==> config.mk <==
export PLATFORM = sky130hd
export DESIGN_NAME = ks8_seq_add32
export DESIGN_NICKNAME = d
export VERILOG_FILES = /design/src/rtl/ks8_seq_add32.sv
export SDC_FILE = /design/constraint.sdc
export NUM_CORES = 1
export LEC_CHECK = 0
export CAP_MARGIN = 10
export CORE_MARGIN = 2
export CORE_UTILIZATION = 45
export DETAILED_ROUTE_END_ITERATION = 8
export PLACE_DENSITY = 0.79
export SETUP_SLACK_MARGIN = 0.3
export SLEW_MARGIN = 20
export SYNTH_ARGS = -nofsm -noshare
export SYNTH_HDL_FRONTEND = slang
export SYNTH_SLANG_ARGS = --single-unit
==> constraint.sdc <==
create_clock -name clk -period 8.3 [get_ports clk]
set_input_delay 2.49 -clock clk [delete_from_list [all_inputs] [get_ports clk]]
set_output_delay 2.49 -clock clk [all_outputs]
set_load 0.01 [all_outputs]
==> src/rtl/ks8_seq_add32.sv <==
// Sequential W-bit adder: one 8-bit Kogge-Stone slice adder, time-shared
// over NSLICE cycles, with valid/ready handshakes on both sides.

module ks8 (
   input  logic [7:0] a,
   input  logic [7:0] b,
   input  logic       ci,
   output logic [7:0] sum,
   output logic       co
);

   logic [7:0] p0, g0, p1, g1, g2, g3;
   logic [7:4] p2;
   logic [8:0] c;

   always_comb begin
      p0 = a ^ b;
      g0 = a & b;
      // fold carry-in into bit 0 so the prefix tree yields true carries
      g0[0] = g0[0] | (p0[0] & ci);
      p1 = p0;
      g1 = g0;
      for (int i = 1; i < 8; i++) begin
         g1[i] = g0[i] | (p0[i] & g0[i-1]);
         p1[i] = p0[i] & p0[i-1];
      end
      g2 = g1;
      for (int i = 2; i < 8; i++) begin
         g2[i] = g1[i] | (p1[i] & g1[i-2]);
      end
      for (int i = 4; i < 8; i++) begin
         p2[i] = p1[i] & p1[i-2];
      end
      g3 = g2;
      for (int i = 4; i < 8; i++) begin
         g3[i] = g2[i] | (p2[i] & g2[i-4]);
      end
      c   = {g3, ci};
      sum = p0 ^ c[7:0];
      co  = c[8];
   end

endmodule

module ks8_seq_add32 #(
   parameter int NSLICE = 4
) (
   input  logic                clk,
   input  logic                rst_n,
   input  logic                in_valid,
   output logic                in_ready,
   input  logic [8*NSLICE-1:0] x1,
   input  logic [8*NSLICE-1:0] x2,
   input  logic                cin,
   output logic                out_valid,
   input  logic                out_ready,
   output logic [8*NSLICE-1:0] s,
   output logic                cout
);

   localparam int W  = 8 * NSLICE;
   localparam int IW = (NSLICE > 1) ? $clog2(NSLICE) : 1;

   localparam logic [1:0] IDLE = 2'd0;
   localparam logic [1:0] RUN  = 2'd1;
   localparam logic [1:0] DONE = 2'd2;

   logic [1:0]    state;
   logic [IW-1:0] idx;
   logic [W-1:0]  a_q, b_q;
   logic          carry_q;
   logic [7:0]    sa, sb, ks_sum;
   logic          ks_co;

   assign in_ready  = (state == IDLE);
   assign out_valid = (state == DONE);

   always_comb begin
      sa = '0;
      sb = '0;
      for (int i = 0; i < NSLICE; i++) begin
         if (idx == IW'(i)) begin
            sa = a_q[8*i +: 8];
            sb = b_q[8*i +: 8];
         end
      end
   end

   ks8 u_ks8 (
      .a   (sa),
      .b   (sb),
      .ci  (carry_q),
      .sum (ks_sum),
      .co  (ks_co)
   );

   always_ff @(posedge clk or negedge rst_n) begin
      if (!rst_n) begin
         state   <= IDLE;
         idx     <= '0;
         a_q     <= '0;
         b_q     <= '0;
         carry_q <= 1'b0;
         s       <= '0;
         cout    <= 1'b0;
      end else begin
         case (state)
            IDLE: begin
               if (in_valid) begin
                  a_q     <= x1;
                  b_q     <= x2;
                  carry_q <= cin;
                  idx     <= '0;
                  state   <= RUN;
               end
            end
            RUN: begin
               for (int i = 0; i < NSLICE; i++) begin
                  if (idx == IW'(i)) s[8*i +: 8] <= ks_sum;
               end
               carry_q <= ks_co;
               if (idx == IW'(NSLICE - 1)) begin
                  cout  <= ks_co;
                  idx   <= '0;
                  state <= DONE;
               end else begin
                  idx <= idx + IW'(1);
               end
            end
            DONE: begin
               if (out_ready) state <= IDLE;
            end
            default: begin
               state <= IDLE;
               idx   <= '0;
            end
         endcase
      end
   end

endmodule
==> metrics <==
post-synth top area share=53.31%; first-pass GRT wire length=~17 mm; Synth area leaders=dfrtp_1 (53%), mux2_2 (15%), nand2_1 (5.0%); crit path DAT=4350 ps; Worst Hold Class=flip-flop to flip-flop; initial antenna violation count=0; Startpoint Class=primary input; slowest CP cell=buf_4; post-synthesis sequential area ratio=between 50% and 60%; cts repair resizes=0; post-route setup slack=4199 ps; nets=602; DP Worst Slack=3851 ps; Peak VDD IR=186.9 uV; crit end category=flip-flop; largest net degree at the start of global routing=77; initial core utilization=46.38%; Primary FF master, synth=dfrtp_1; critical setup path kind=primary input to flip-flop; total power=2.656 mW; CP cell instances=clkdlybuf4s50_1, nor3b_4, buf_4, mux2_2; CTS tree=built; Avg Vias per Cell=5.247; Final Max Slew Viols=0; Buf+Inv Stages, Crit Path=2; Largest delay share family, worst path=buffers and inverters; Root Buffer=clkbuf_8; clock latency on the worst-skew pair=370 ps; routed len/inst=15.96 um; Num CTS Buffers=9; area of the die=11480 um2; Max FO, Critical Path=between 60 and 70; area grow syn2layout=27.38%; Core Footprint=between 10000 and 15000 um2; Yosys top cell by area=dfrtp_1; synth warn=0; # H-tree levels=3; Slew headroom=36.32%; Syn Inst Count=~430; final hold violations=0; Clock Sinks=around 100; Ant. Diodes=0; min cycle time layout=4101 ps; Synth Cell Area=4788 um2; Initial DRC Count=146; Post-route DRC=0; post-layout util=59.08%; Ports=104; number of synthesized flops with an enable pin=0; final hold slack=~490 ps; GR Overflow Total=0; Global Route Usage Sum=19.32%; status=completed; Unique masters post-synth=38; final setup violating endpoints=0; max cap viols=0; DRT Pass-1 Iters=4; Post-CTS Setup Bufs=0; asr flop ratio synth=100.0%; hold buffers post-CTS=0; routability cong.=~0.77; number of synthesized register bits=about 100; hpwl dp=7.524 mm; unrepaired setup endpoints after global routing=no; share of the clock period used by the worst path=49.41%; fill count=~860; Post-Route WL=10.55 mm; chip width=between 100 and 150 um; # rows=37; worst stage delay on the critical path=650 ps; share of layout cells above drive strength 1=17.14%; clock buffer depth=2; fmax=~240 MHz; Final ANT Viol Nets=0; # port buffers=103; Syn Nets=510; Post-Route Skew=12.95 ps; DIE HEIGHT=107.2 um; post-route setup TNS=0 ps; vias in the first global route=between 3000 and 4000; syn_area_per_cell=11.19 um2; Worst-Margin Slew=955.2 ps; Power Density=435.5 nW/um2; Vias=3468; P_leak=2.535 nW; CTS clk-pin slew, worst paths=110 ps; Worst EP required=approximately 8600 ps
[power by group]
group,internal [mW],switching (mW),total [mW]
sequential,0.749,0.142,0.891
clock,0.144,0.183,0.327
combinational,0.679,0.760,1.44
total,1.57,1.08,2.66
[metal layers]
metal	up-vias	global-route usage [%]	routed length (um)
met4	0	5.009	114
met2	97	32.10	5177
met5	-	0	0
met3	11	2.979	518
met1	1674	26.51	4739
li1	1686	-	-
[layout by cell type, fill, tap and decap left out, types with 2 or more instances in the layout]
cell type        instances
a21boi_1                 2
a21o_1                   2
a21oi_1                 44
a22o_1                   2
a41oi_1                  3
buf_4                    5
clkbuf_8                 9
clkdlybuf4s50_1        102
clkinv_4                 3
dfrtp_1                102
fa_1                     2
ha_1                    11
inv_1                    6
mux2_2                  64
nand2_1                 64
nand3b_1                16
nor2_1                  11
nor2b_1                  3
nor3_1                   3
o21a_1                   4
o21ai_0                 34
o21ai_1                  5
o31ai_1                  7
xor2_1                   2
[cells in the mapped netlist, drive strengths merged, types with 2 or more instances]
cell type and instances:
a21boi 2, a21o 2, a21oi 44, a22o 2
a41oi 3, buf 12, clkbuf 15, dfrtp 102
fa 2, ha 11, inv 6, mux2 64
nand2 64, nand3b 16, nor2 11, nor2b 4
nor3 3, nor3b 2, o21a 4, o21ai 39
o31ai 7, xor2 2
[worst register-to-register path, delay by kind of cell (launching register included)]
family,cells,cell delay (ps)
AOI/OAI and AO/OA,6,900
adders and majority gates,3,1520
buffers and inverters,1,110
DFF,1,450
and+or+nand+nor,4,540
[per-stage QoR]
step / instance area [um2] / cells
after global routing: 6100 / 661
after CTS: 6085 / 660
final: 6100 / 661
after global placement: 5879 / 644
after floorplan: 4788 / 428
after detailed placement: 5879 / 644
[layout make-up]
type                    instances  area, um2  share of cell area (%)
flip-flops and latches        102       2552                   41.85
multi-input cells             293       2076                   34.03
repair buffers                108       1074                   17.60
well taps                     136      170.2                   2.790
clock buffers                   9      123.9                   2.031
clock inverters                 7      81.33                   1.333
inverters                       6      22.52                  0.3692
[sequential cells by signal, summed over array words and instances, names as in the netlist]
register,flops
a_q,32
b_q,32
carry_q,1
cout,1
idx,2
s,32
state,2
[cells by family (layout without fill, tap and decap cells)]
kind of cell	Yosys count	after routing	synth area share, %
flops	102	102	53.31
xor+xnor	3	3	0.5488
mux	65	65	15.26
simple gates	103	103	10.30
fa+ha+maj	13	13	3.710
compound gates	109	109	13.40
buf+inv	33	130	3.475
[path summary, 6_finish.rpt]
kind	cells after the start	end	slack, ps	startpoint
worst max register to register	14	s[30]	4680	idx[0]
worst min register to register	2	s[20]	490	s[20]
min in group asynchronous	1	b_q[4]	2020	rst_n
max in group asynchronous	2	s[5]	5020	rst_n
worst min-delay path	2	s[20]	490	s[20]
worst max-delay path	4	a_q[20]	4200	in_valid
Power figures use the tool's default switching activity.
